--- src/rtl/bus_arbiter_if.sv ---
// Bundle of the two master request ports and the shared slave-side bus of bus_arbiter.
// The slave modport is the arbiter's view; the master modport is the requesters' and slaves' view.
interface bus_arbiter_if;
  logic        m0_req;
  logic [31:0] m0_addr;
  logic [31:0] m0_wdata;
  logic        m0_we;
  logic [1:0]  m0_hb;
  logic [3:0]  m0_ce;
  logic        m0_gnt;
  logic [31:0] m0_rdata;

  logic        m1_req;
  logic [31:0] m1_addr;
  logic [31:0] m1_wdata;
  logic        m1_we;
  logic [1:0]  m1_hb;
  logic [3:0]  m1_ce;
  logic        m1_gnt;
  logic [31:0] m1_rdata;

  logic        bus_req_o;
  logic [31:0] bus_addr_o;
  logic [31:0] bus_data_o;
  logic        bus_we_o;
  logic [1:0]  bus_hb_o;
  logic [3:0]  bus_ce_o;
  logic [31:0] bus_rdata_i;
  logic        bus_gnt_i;
  logic        bus_err_o;

  modport slave (
    input  m0_req, m0_addr, m0_wdata, m0_we, m0_hb, m0_ce,
    input  m1_req, m1_addr, m1_wdata, m1_we, m1_hb, m1_ce,
    output m0_gnt, m0_rdata, m1_gnt, m1_rdata,
    output bus_req_o, bus_addr_o, bus_data_o, bus_we_o, bus_hb_o, bus_ce_o, bus_err_o,
    input  bus_rdata_i, bus_gnt_i
  );

  modport master (
    output m0_req, m0_addr, m0_wdata, m0_we, m0_hb, m0_ce,
    output m1_req, m1_addr, m1_wdata, m1_we, m1_hb, m1_ce,
    input  m0_gnt, m0_rdata, m1_gnt, m1_rdata,
    input  bus_req_o, bus_addr_o, bus_data_o, bus_we_o, bus_hb_o, bus_ce_o, bus_err_o,
    output bus_rdata_i, bus_gnt_i
  );
endinterface

--- src/rtl/bus_arbiter.sv ---
// Two-master system bus arbiter: IDLE -> ACTIVE -> RELEASE per transaction, one-cycle grant.
// Optional macro BUS_TIMEOUT_EN adds a forced completion with bus_err_o after TIMEOUT_CYCLES.
module bus_arbiter #(
   parameter logic [3:0]  COMB_MASK      = 4'b0101,
   parameter bit          FIXED_PRIO     = 1'b0,
   parameter int unsigned TIMEOUT_CYCLES = 255
) (
   input  logic            sysclk,
   input  logic            rst_n,
   bus_arbiter_if.slave    bus
);

   if (TIMEOUT_CYCLES == 0) begin : g_bad_timeout
      $error("bus_arbiter: TIMEOUT_CYCLES must be at least 1");
   end

   typedef enum logic [1:0] {
      ST_IDLE    = 2'd0,
      ST_ACTIVE  = 2'd1,
      ST_RELEASE = 2'd2
   } state_t;

   state_t      state;
   logic        owner;
   logic        last_owner;
   logic        m0_gnt_q;
   logic        m1_gnt_q;
   logic [31:0] m0_rdata_q;
   logic [31:0] m1_rdata_q;
   logic        err_q;

   // Owner's payload, selected by the latched owner.
   logic [31:0] own_addr;
   logic [31:0] own_wdata;
   logic        own_we;
   logic [1:0]  own_hb;
   logic [3:0]  own_ce;

   assign own_addr  = owner ? bus.m1_addr  : bus.m0_addr;
   assign own_wdata = owner ? bus.m1_wdata : bus.m0_wdata;
   assign own_we    = owner ? bus.m1_we    : bus.m0_we;
   assign own_hb    = owner ? bus.m1_hb    : bus.m0_hb;
   assign own_ce    = owner ? bus.m1_ce    : bus.m0_ce;

   logic active;
   assign active = (state == ST_ACTIVE);

   always_comb begin
      // NOTE: every output gets a value before the conditional, so no latch is inferred.
      bus.bus_req_o  = 1'b0;
      bus.bus_addr_o = '0;
      bus.bus_data_o = '0;
      bus.bus_we_o   = 1'b0;
      bus.bus_hb_o   = '0;
      bus.bus_ce_o   = '0;
      if (active) begin
         bus.bus_req_o  = 1'b1;
         bus.bus_addr_o = own_addr;
         bus.bus_data_o = own_wdata;
         bus.bus_we_o   = own_we;
         bus.bus_hb_o   = own_hb;
         bus.bus_ce_o   = own_ce;
      end
   end

   // Zero-latency slaves and the no-slave case complete without waiting for bus_gnt_i.
   logic comb_hit;
   logic no_slave;
   logic done;
   assign comb_hit = |(own_ce & COMB_MASK);
   assign no_slave = (own_ce == 4'b0000);
   assign done     = comb_hit | no_slave | bus.bus_gnt_i;

   logic tmo_hit;

`ifdef BUS_TIMEOUT_EN
   localparam int CNT_W = ($clog2(TIMEOUT_CYCLES + 1) > 8) ? $clog2(TIMEOUT_CYCLES + 1) : 8;

   logic [CNT_W-1:0] tmo_cnt;

   // Held at zero outside ACTIVE, so it starts from zero on every entry.
   always_ff @(posedge sysclk or negedge rst_n) begin
      if (!rst_n) begin
         tmo_cnt <= '0;
      end else if (!active) begin
         tmo_cnt <= '0;
      end else if (!done) begin
         tmo_cnt <= tmo_cnt + CNT_W'(1);
      end
   end

   assign tmo_hit = active && !done && (tmo_cnt == CNT_W'(TIMEOUT_CYCLES));
`else
   assign tmo_hit = 1'b0;
`endif

   logic [31:0] cap_data;
   assign cap_data = tmo_hit  ? 32'hDEAD_BEEF :
                     no_slave ? 32'h0000_0000 : bus.bus_rdata_i;

   // Both requesting: fixed priority picks m0, otherwise the master not served last.
   logic pick;
   assign pick = (bus.m0_req && bus.m1_req) ? (FIXED_PRIO ? 1'b0 : ~last_owner) : bus.m1_req;

   always_ff @(posedge sysclk or negedge rst_n) begin
      // NOTE: the read-data registers are reset too, since masters may sample them right after reset.
      if (!rst_n) begin
         state      <= ST_IDLE;
         owner      <= 1'b0;
         last_owner <= 1'b1;
         m0_gnt_q   <= 1'b0;
         m1_gnt_q   <= 1'b0;
         m0_rdata_q <= '0;
         m1_rdata_q <= '0;
         err_q      <= 1'b0;
      end else begin
         m0_gnt_q <= 1'b0;
         m1_gnt_q <= 1'b0;
         err_q    <= 1'b0;
         unique case (state)
            ST_IDLE: begin
               if (bus.m0_req || bus.m1_req) begin
                  owner <= pick;
                  state <= ST_ACTIVE;
               end
            end
            ST_ACTIVE: begin
               if (done || tmo_hit) begin
                  if (owner) begin
                     m1_rdata_q <= cap_data;
                     m1_gnt_q   <= 1'b1;
                  end else begin
                     m0_rdata_q <= cap_data;
                     m0_gnt_q   <= 1'b1;
                  end
                  err_q <= tmo_hit;
                  state <= ST_RELEASE;
               end
            end
            ST_RELEASE: begin
               last_owner <= owner;
               state      <= ST_IDLE;
            end
            default: state <= ST_IDLE;
         endcase
      end
   end

   assign bus.m0_gnt    = m0_gnt_q;
   assign bus.m1_gnt    = m1_gnt_q;
   assign bus.m0_rdata  = m0_rdata_q;
   assign bus.m1_rdata  = m1_rdata_q;
   assign bus.bus_err_o = err_q;

endmodule

--- src/flat_wrapper.sv ---
// flat-port wrapper written by rule: the top's interface ports become plain ports
module bus_arbiter_flat 
#(
   parameter logic [3:0]  COMB_MASK      = 4'b0101,
   parameter bit          FIXED_PRIO     = 1'b0,
   parameter int unsigned TIMEOUT_CYCLES = 255
)
  (sysclk, rst_n, bus_m0_req, bus_m0_addr, bus_m0_wdata, bus_m0_we, bus_m0_hb, bus_m0_ce, bus_m1_req, bus_m1_addr, bus_m1_wdata, bus_m1_we, bus_m1_hb, bus_m1_ce, bus_m0_gnt, bus_m0_rdata, bus_m1_gnt, bus_m1_rdata, bus_bus_req_o, bus_bus_addr_o, bus_bus_data_o, bus_bus_we_o, bus_bus_hb_o, bus_bus_ce_o, bus_bus_err_o, bus_bus_rdata_i, bus_bus_gnt_i);
  bus_arbiter_if bus_i ();
  input  logic sysclk;
  input  logic rst_n;
  input wire logic [$bits(bus_i.m0_req)-1:0] bus_m0_req;
  input wire logic [$bits(bus_i.m0_addr)-1:0] bus_m0_addr;
  input wire logic [$bits(bus_i.m0_wdata)-1:0] bus_m0_wdata;
  input wire logic [$bits(bus_i.m0_we)-1:0] bus_m0_we;
  input wire logic [$bits(bus_i.m0_hb)-1:0] bus_m0_hb;
  input wire logic [$bits(bus_i.m0_ce)-1:0] bus_m0_ce;
  input wire logic [$bits(bus_i.m1_req)-1:0] bus_m1_req;
  input wire logic [$bits(bus_i.m1_addr)-1:0] bus_m1_addr;
  input wire logic [$bits(bus_i.m1_wdata)-1:0] bus_m1_wdata;
  input wire logic [$bits(bus_i.m1_we)-1:0] bus_m1_we;
  input wire logic [$bits(bus_i.m1_hb)-1:0] bus_m1_hb;
  input wire logic [$bits(bus_i.m1_ce)-1:0] bus_m1_ce;
  output wire logic [$bits(bus_i.m0_gnt)-1:0] bus_m0_gnt;
  output wire logic [$bits(bus_i.m0_rdata)-1:0] bus_m0_rdata;
  output wire logic [$bits(bus_i.m1_gnt)-1:0] bus_m1_gnt;
  output wire logic [$bits(bus_i.m1_rdata)-1:0] bus_m1_rdata;
  output wire logic [$bits(bus_i.bus_req_o)-1:0] bus_bus_req_o;
  output wire logic [$bits(bus_i.bus_addr_o)-1:0] bus_bus_addr_o;
  output wire logic [$bits(bus_i.bus_data_o)-1:0] bus_bus_data_o;
  output wire logic [$bits(bus_i.bus_we_o)-1:0] bus_bus_we_o;
  output wire logic [$bits(bus_i.bus_hb_o)-1:0] bus_bus_hb_o;
  output wire logic [$bits(bus_i.bus_ce_o)-1:0] bus_bus_ce_o;
  output wire logic [$bits(bus_i.bus_err_o)-1:0] bus_bus_err_o;
  input wire logic [$bits(bus_i.bus_rdata_i)-1:0] bus_bus_rdata_i;
  input wire logic [$bits(bus_i.bus_gnt_i)-1:0] bus_bus_gnt_i;
  assign bus_i.m0_req = bus_m0_req;
  assign bus_i.m0_addr = bus_m0_addr;
  assign bus_i.m0_wdata = bus_m0_wdata;
  assign bus_i.m0_we = bus_m0_we;
  assign bus_i.m0_hb = bus_m0_hb;
  assign bus_i.m0_ce = bus_m0_ce;
  assign bus_i.m1_req = bus_m1_req;
  assign bus_i.m1_addr = bus_m1_addr;
  assign bus_i.m1_wdata = bus_m1_wdata;
  assign bus_i.m1_we = bus_m1_we;
  assign bus_i.m1_hb = bus_m1_hb;
  assign bus_i.m1_ce = bus_m1_ce;
  assign bus_m0_gnt = bus_i.m0_gnt;
  assign bus_m0_rdata = bus_i.m0_rdata;
  assign bus_m1_gnt = bus_i.m1_gnt;
  assign bus_m1_rdata = bus_i.m1_rdata;
  assign bus_bus_req_o = bus_i.bus_req_o;
  assign bus_bus_addr_o = bus_i.bus_addr_o;
  assign bus_bus_data_o = bus_i.bus_data_o;
  assign bus_bus_we_o = bus_i.bus_we_o;
  assign bus_bus_hb_o = bus_i.bus_hb_o;
  assign bus_bus_ce_o = bus_i.bus_ce_o;
  assign bus_bus_err_o = bus_i.bus_err_o;
  assign bus_i.bus_rdata_i = bus_bus_rdata_i;
  assign bus_i.bus_gnt_i = bus_bus_gnt_i;
  bus_arbiter #(.COMB_MASK(COMB_MASK), .FIXED_PRIO(FIXED_PRIO), .TIMEOUT_CYCLES(TIMEOUT_CYCLES)) u_core (.sysclk(sysclk), .rst_n(rst_n), .bus(bus_i));
endmodule
--- config.mk ---
export PLATFORM = sky130hd
export DESIGN_NAME = bus_arbiter_flat
export DESIGN_NICKNAME = d
export VERILOG_FILES = /design/src/rtl/bus_arbiter_if.sv /design/src/rtl/bus_arbiter.sv /design/src/flat_wrapper.sv
export SDC_FILE = /design/constraint.sdc
export NUM_CORES = 1
export LEC_CHECK = 0
export ABC_AREA = 0
export CORE_MARGIN = 8
export CORE_UTILIZATION = 34
export DETAILED_ROUTE_END_ITERATION = 8
export PLACE_DENSITY_LB_ADDON = 0.3
export SLEW_MARGIN = 10
export SYNTH_ARGS = -nofsm -noshare
export SYNTH_HDL_FRONTEND = slang
export SYNTH_SLANG_ARGS = --single-unit
--- constraint.sdc ---
create_clock -name sysclk -period 2.7 [get_ports sysclk]
set_clock_uncertainty 0.05 [all_clocks]
set_input_delay 0.675 -clock sysclk [delete_from_list [all_inputs] [get_ports sysclk]]
set_output_delay 0.675 -clock sysclk [all_outputs]
set_load 0.05 [all_outputs]
**After elaboration in Yosys (flattened, before gate mapping)**

Cells that the tools add are included.

- Flip-flop bits (word level): 70
- Input port bits: 179
- Output and inout port bits: 139

- Equal/unequal tests: 4
- Muxes and demuxes: 22
- Bitwise logic cells: 4
- Reductions and logical operators: 9

Operators by type and width:

| operator | count |
|---|---|
| 32-bit two-way mux | 5 |
| 1-bit two-way mux | 10 |
| 2-bit two-way mux | 4 |
| 4-bit two-way mux | 2 |
| 3-bit AND reduction | 2 |
| 4-bit logical NOT | 1 |
| 2-bit case mux with 2 select lines | 1 |
| 2-bit AND reduction | 2 |
| 2-bit by 1-bit == test with 1-bit output (second input constant) | 1 |
| 2-bit == test (second input constant) | 1 |
| 2-bit logical NOT | 1 |
| 2-bit by 1-bit inequality test with 1-bit output (second input constant) | 1 |
| 2-bit inequality test (second input constant) | 1 |
| 1-bit NOT | 2 |
| 1-bit OR | 2 |
| 2-bit OR reduction | 1 |
| 1-bit logical AND | 1 |
| 1-bit logical OR | 1 |

**Longest topological paths before layout**

Gate-level depths: netlist of the first run.

- Word-level depth: 6
- Mapped depth: 7

**Least setup slack after synthesis of the first run**

No wires, ideal clock.

- Path kind: reg-to-output
- Start point: reg u_core.owner
- End point: out bus_bus_addr_o[23]
- Arrival: 1947 ps
- Slack: 28 ps
- Cell stages (with the launch flop): 6
- Cells stage by stage: dfrtp_1 buf_6 clkbuf_1 buf_1 mux2i_1 nor2_1

- Cells in the longest elaborated chain, start to end: 2

RTL lines:

| item | RTL line | RTL |
|---|---|---|
| start: declaration | bus_arbiter.sv:24 | `logic owner;` |
| start signal: assignment | bus_arbiter.sv:123 | `owner <= pick;` |
| 32-bit two-way mux | bus_arbiter.sv:39 | `assign own_addr = owner ? bus.m1_addr : bus.m0_addr;` |
| 32-bit two-way mux | bus_arbiter.sv:56 | `if (active) begin` |
| end: declaration | flat_wrapper.sv:29 | `output wire logic [$bits(bus_i.bus_addr_o)-1:0] bus_bus_addr_o;` |

Every way passes these cells.

**Final worst setup path of the first run**

- Start point: reg u_core.owner
- End point: out bus_bus_data_o[30]

- Cells in the longest elaborated chain, start to end: 2

RTL lines:

| item | RTL line | RTL |
|---|---|---|
| 32-bit two-way mux | bus_arbiter.sv:40 | `assign own_wdata = owner ? bus.m1_wdata : bus.m0_wdata;` |
| 32-bit two-way mux | bus_arbiter.sv:56 |  |
| end: declaration | flat_wrapper.sv:30 | `output wire logic [$bits(bus_i.bus_data_o)-1:0] bus_bus_data_o;` |

Every way passes these cells.

==> impl_metrics.py, run 1 <==
metrics = {
    "timing": {
        "finalMaxSlewViolations": 0,
        "rsz0062_at_grt": "no",
        "setup_tns_ps": 0,
        "max_freq_mhz": 394,
        "finalHoldViolCount": 0,
        "fin_crit_sh": 0.939,
        "slew_headroom": 0.633,
        "setup_viol": 0,
        "min_period_ps": 2540,
        "worst_pin_slew_ps": 549,
        "fin_ws_ps": 164,
    },
    "critical_path": {
        "crit_type": "reg -> out",
        "reg2regPathDepth": 5,
        "worstPathRequired_ps": 1980,
        "critPathMaxFanout": 15,
        "critPathTopFamily": "flip-flops",
        "cpPeakStageDelay_ps": 580,
        "crit_path_top_delay_cell": "dfrtp_4",
        "crit_arrival_ps": 1810,
        "crit_cells": 4,
        "path_cells": "buf_4 > mux2i_1 > nor2_1 > buf_12",
        "path_buf_inv": 2,
        "endpoint_kind": "output port",
        "startpoint_type": "flop",
    },
    "pwr": {
        "vdd_drop_max_v": 0.000986,
        "powerDensity_nw_per_um2": 1420,
        "p_leak_uw": 0.00367,
    },
    "cts": {
        "clkLatencyLatePin_ps": 320,
        "clkTransAtPathRegs_ps": 50,
        "cts_sinks": 70,
        "cts.hold.buffers_added": 0,
        "cts_resized": 0,
        "clock_path_buffers": 2,
        "cts_tree": "built",
        "htree_levels": 3,
        "cts_setup_buffers": 0,
        "cts_root_buf": "clkbuf_16",
        "numCtsBuffers": 9,
    },
    "floorplan": {
        "num_io_pins": 318,
        "start_util": 0.345,
        "dieArea_um2": 15800,
        "die_y_um": 126,
        "die_width_um": 126,
        "num_rows": 40,
        "coreArea_um2": 11900,
    },
    "synthesis": {
        "yosys.area_share.xor_xnor": 0,
        "synth.avg_cell_area_um2": 11.4,
        "synth.distinct_cells": 27,
        "synth_area_um2": 4090,
        "syn-instance-count": 360,
        "synth-compound-area-share": 0.0104,
        "synth_fp_nets": 539,
        "synth_flop_cell": "dfrtp_1",
        "synth_edf_count": 0,
        "synth_top_family_by_area": "multiplexers",
        "synthMuxAreaShare": 0.379,
        "yosys_register_bits": 70,
        "synth_fa_ha_area_frac": 0,
        "synthSimpleGateAreaFrac": 0.134,
        "yosysSeqAreaShare": 0.428,
        "async_flop_share": 1.00,
        "synth_warnings": 0,
    },
    "layout": {
        "final_cell_area_um2": 8450,
        "post_route_cells_drive_above_1_share": 0.233,
        "area_delta_synth_final_pct": 106,
        "final_common_cell": "clkdlybuf4s50_1",
        "layout_common_cells": "clkdlybuf4s50_1 (243), buf_12 (77), nor2_1 (74)",
        "nets": 849,
        "n_fill_cell": 823,
    },
    "global_route": {
        "grt_remaining_overflow": 0,
        "grt_pass1_vias": 4278,
        "antenna_found_initial": 1,
        "grt_max_degree": 71,
        "track_usage": 0.220,
        "grt_first_pass_wirelength_um": 27000,
    },
    "route": {
        "drt_pass1_iterations": 4,
        "initialDrtViolationCount": 154,
        "ant_nets": 0,
        "via_per_inst": 4.81,
        "vias": 3955,
        "wl_per_cell_um": 21.9,
        "route.detailed.drc": 0,
        "detail_route.wirelength_um": 18000,
    },
    "placement": {
        "pre_cts_slack_ps": 84.6,
        "dp_hpwl_um": 14900,
        "placed_area_um2": 8130,
        "io_buffer_count": 316,
        "gp_congestion": 0.828,
    },
    "worst_hold_path": {
        "hold_class": "in -> async",
    },
    "status": {
        "status": "finished, final reports clean",
    },
    "flow_run": {
        "maxCapViolCount": 0,
    },
}
-- report_power, final --
part	internal, µW	switching [µW]	total [µW]
clock network	830	407	1240
registers	1600	369	1970
logic	3760	5040	8800
total	6190	5820	12000
-- final timing paths --
| check | to | slack (ps) | from |
|---|---|---|---|
| min reg2reg | u_core.bus.m0_rdata[13] | 430 | u_core.bus.m0_rdata[13] |
| min | u_core.bus.m0_rdata[19] | 320 | rst_n |
| min in group sysclk | u_core.bus.m0_rdata[13] | 430 | u_core.bus.m0_rdata[13] |
| max reg2reg | u_core.bus.m1_rdata[13] | 540 | u_core.owner |
| max | bus_bus_data_o[30] | 160 | u_core.owner |
| max in group asynchronous | u_core.last_owner | 1970 | rst_n |
-- stage by stage --
step           cells  hold slack, ps  utilization  total power [µW]
2_1_floorplan    360             329            -              7160
3_3_place_gp     806             417        0.685             10700
3_5_place_dp     806             424        0.685             10800
4_1_cts          822             327        0.712             12100
5_1_grt          823             358        0.712             12500
6_report         823             317        0.712             12000
-- cells in the mapped netlist (2+ instances only) --
cell type,n,share of area
buf_2,7,0.0086
buf_8,3,0.011
nand2_1,2,0.0018
mux2i_1,71,0.17
clkbuf_1,8,0.0073
nor2_1,74,0.068
dfrtp_1,69,0.42
nor3_1,3,0.0037
buf_1,5,0.0046
and2_1,33,0.050
mux2_4,29,0.11
nor3b_1,2,0.0037
mux2_1,12,0.033
nand2b_1,2,0.0031
mux2_2,24,0.066
buf_6,5,0.014
-- kinds of logic (layout without fill, tap and decap cells) --
| logic type | count (synthesis) | count (layout) |
|---|---|---|
| mux | 136 | 136 |
| simple gates | 118 | 118 |
| flops | 70 | 70 |
| buf+inv | 30 | 345 |
| compound gates | 5 | 5 |
| other cells | 1 | 2 |
-- layout make-up --
type | instances | area, µm² | share of cell area
sequential | 70 | 1760 | 0.208
antenna | 1 | 2.50 | 0.000296
inverter | 1 | 3.75 | 0.000444
clock buffer | 12 | 246 | 0.0292
multi-input combinational | 260 | 2150 | 0.255
clock inverter | 4 | 70.1 | 0.00829
timing repair buffer | 328 | 4030 | 0.477
tap | 147 | 184 | 0.0218
-- per-layer routing --
metal | routed length (µm) | part of all wire | track usage
met1 | 6570 | 0.37 | 0.227
met2 | 9620 | 0.53 | 0.413
met3 | 1490 | 0.083 | 0.0810
met4 | 313 | 0.017 | 0.0566
met5 | 0 | 0 | 0
-- registers in the layout (all words and copies together), names as in the netlist --
signal,count
u_core.bus.m0_gnt,1
u_core.bus.m0_rdata,32
u_core.bus.m1_gnt,1
u_core.bus.m1_rdata,32
u_core.last_owner,1
u_core.owner,1
u_core.state,2
-- worst reg2reg max path, stage by stage, from the launching register on --
cell and delay [ps]:
dfrtp_4 590, nor3b_1 200, or2_1 250, o311a_2 440, buf_12 190, mux2_4 320
(Power assumes the default switching activity.)
==> run 2: changes to the inputs <==
--- a/config.mk
+++ b/config.mk
@@ -7,10 +7,11 @@
 export LEC_CHECK = 0
 export ABC_AREA = 0
 export CORE_MARGIN = 8
-export CORE_UTILIZATION = 34
+export CORE_UTILIZATION = 35
+export CTS_BUF_LIST = sky130_fd_sc_hd__clkbuf_4 sky130_fd_sc_hd__clkbuf_8
 export DETAILED_ROUTE_END_ITERATION = 8
 export PLACE_DENSITY_LB_ADDON = 0.3
-export SLEW_MARGIN = 10
+export SLEW_MARGIN = 20
 export SYNTH_ARGS = -nofsm -noshare
 export SYNTH_HDL_FRONTEND = slang
 export SYNTH_SLANG_ARGS = --single-unit
==> run 2 against run 1 <==
- hold slack got worse by 28 ps
- global-route usage increased by 0.23 points
- wire length increased by 0.92%
- design area decreased by 1.8%
- clock power decreased by 38%
- first-iteration DRC count increased by 17%
- sequential power about the same
- critical path depth unchanged
- die area decreased by 2.5%
- critical path type unchanged
- critical endpoint is now bus_bus_addr_o[9]
- sequential cell count unchanged
==> impl_metrics.py, run 2 (synthesis results as in run 1) <==
metrics = {
    "worst_hold_path": {
        "hold_class": "in -> async",
    },
    "floorplan": {
        "coreArea_um2": 11400,
        "die_width_um": 124,
        "die_y_um": 124,
        "start_util": 0.359,
        "dieArea_um2": 15400,
        "num_rows": 39,
        "num_io_pins": 318,
    },
    "global_route": {
        "grt_max_degree": 71,
        "grt_pass1_vias": 4205,
        "grt_remaining_overflow": 0,
        "track_usage": 0.223,
        "grt_first_pass_wirelength_um": 25600,
        "antenna_found_initial": 0,
    },
    "timing": {
        "finalHoldViolCount": 0,
        "finalMaxSlewViolations": 0,
        "max_freq_mhz": 393,
        "slew_headroom": 0.623,
        "rsz0062_at_grt": "no",
        "fin_crit_sh": 0.942,
        "fin_ws_ps": 157,
        "worst_pin_slew_ps": 563,
        "min_period_ps": 2540,
        "setup_tns_ps": 0,
        "setup_viol": 0,
    },
    "layout": {
        "nets": 848,
        "finalNonFillerCells": 817,
        "multi_input_area_um2": 2150,
        "area_delta_synth_final_pct": 103,
        "final_common_cell": "clkdlybuf4s50_1",
        "n_fill_cell": 819,
        "regArea_um2": 1760,
        "post_route_cells_drive_above_1_share": 0.234,
        "diodes": 0,
        "layout_common_cells": "clkdlybuf4s50_1 (243), buf_12 (77), nor2_1 (74)",
    },
    "critical_path": {
        "worstPathRequired_ps": 1980,
        "startpoint": "u_core.owner",
        "critPathMaxFanout": 17,
        "endpoint_kind": "output port",
        "regToRegEndpoint": "u_core.bus.m1_rdata[15]",
        "crit_arrival_ps": 1820,
        "reg2regPathDepth": 5,
        "crit_type": "reg -> out",
        "worstReg2RegStart": "u_core.owner",
        "critPathCapture": "bus_bus_addr_o[9]",
        "rrSetupSlack_ps": 540,
        "startpoint_type": "flop",
    },
    "cts": {
        "cts_setup_buffers": 0,
        "cts_sinks": 70,
        "cts.hold.buffers_added": 0,
        "clkTransAtPathRegs_ps": 60,
        "clock_path_buffers": 2,
        "clkLatencyLatePin_ps": 340,
        "numCtsBuffers": 9,
        "cts_tree": "built",
        "cts_resized": 0,
        "cts_root_buf": "clkbuf_8",
        "htree_levels": 3,
    },
    "placement": {
        "pre_cts_slack_ps": 73.9,
        "gp_congestion": 0.873,
        "post-place-cells": 801,
        "io_buffer_count": 316,
        "dp_hpwl_um": 15100,
    },
    "route": {
        "initialDrtViolationCount": 180,
        "via_per_inst": 4.78,
        "detail_route.wirelength_um": 18200,
        "wl_per_cell_um": 22.2,
        "route.detailed.drc": 0,
        "vias": 3909,
        "drt_pass1_iterations": 6,
        "ant_nets": 0,
    },
    "pwr": {
        "powerDensity_nw_per_um2": 1390,
        "vdd_drop_max_v": 0.00103,
        "p_leak_uw": 0.00361,
    },
    "status": {
        "status": "finished, final reports clean",
    },
    "flow_run": {
        "maxCapViolCount": 0,
    },
}
==> run 2: cell types whose count changed in the layout (fill, tap and decap cells not counted), sizes merged <==
cell	delta
bufinv	-2
diode	-1
clkbuf	+2
buf	-1
==> run 2: stage by stage <==
stage               hold slack (ps)  power [µW]  utilization  area, µm²
floorplan                       329        7160            -       4090
global placement                408       10700        0.711       8120
detailed placement              420       10800        0.711       8120
CTS                             294       11600        0.726       8300
global route                    303       12000        0.726       8300
finish                          289       11500        0.726       8300
==> run 2: cell type report <==
cell class                 instances  area share
clock inverter                     2     0.00121
timing repair buffer             327       0.485
multi-input combinational        260       0.260
inverter                           1    0.000452
sequential                        70       0.212
clock buffer                      14      0.0202
tap                              143      0.0216
==> run 2: critical path, cell delays in order, from the launching register on <==
cell	delay, ps
dfrtp_4	560
buf_4	340
mux2i_1	300
nor2_1	110
buf_12	160
==> run 2: worst min path at each step <==
stage / slack [ps] / endpoint / cells after the start
after global routing: 300 / u_core.bus.m0_rdata[4] / 2
after CTS: 290 / u_core.bus.m1_rdata[13] / 2
final: 290 / u_core.bus.m0_rdata[10] / 2
after global placement: 410 / u_core.state[0] / 1
after detailed placement: 420 / u_core.state[0] / 1
after floorplan: 330 / u_core.bus.m0_gnt / 0
==> run 2: routing by layer <==
metal,track usage,share of wire,wire (µm),vias up
met5,0,0,0,-
met4,0.0959,0.031,571,0
met3,0.0907,0.11,1980,34
met2,0.393,0.51,9180,185
met1,0.229,0.35,6430,1850
li1,-,-,-,1840
==> run 2: report_power, final <==
| part | total (µW) | internal [µW] | switching [µW] | leakage, µW |
|---|---|---|---|---|
| registers | 1960 | 1600 | 357 | 0.000838 |
| clock network | 766 | 397 | 369 | 0.0000981 |
| logic | 8790 | 3750 | 5040 | 0.00267 |
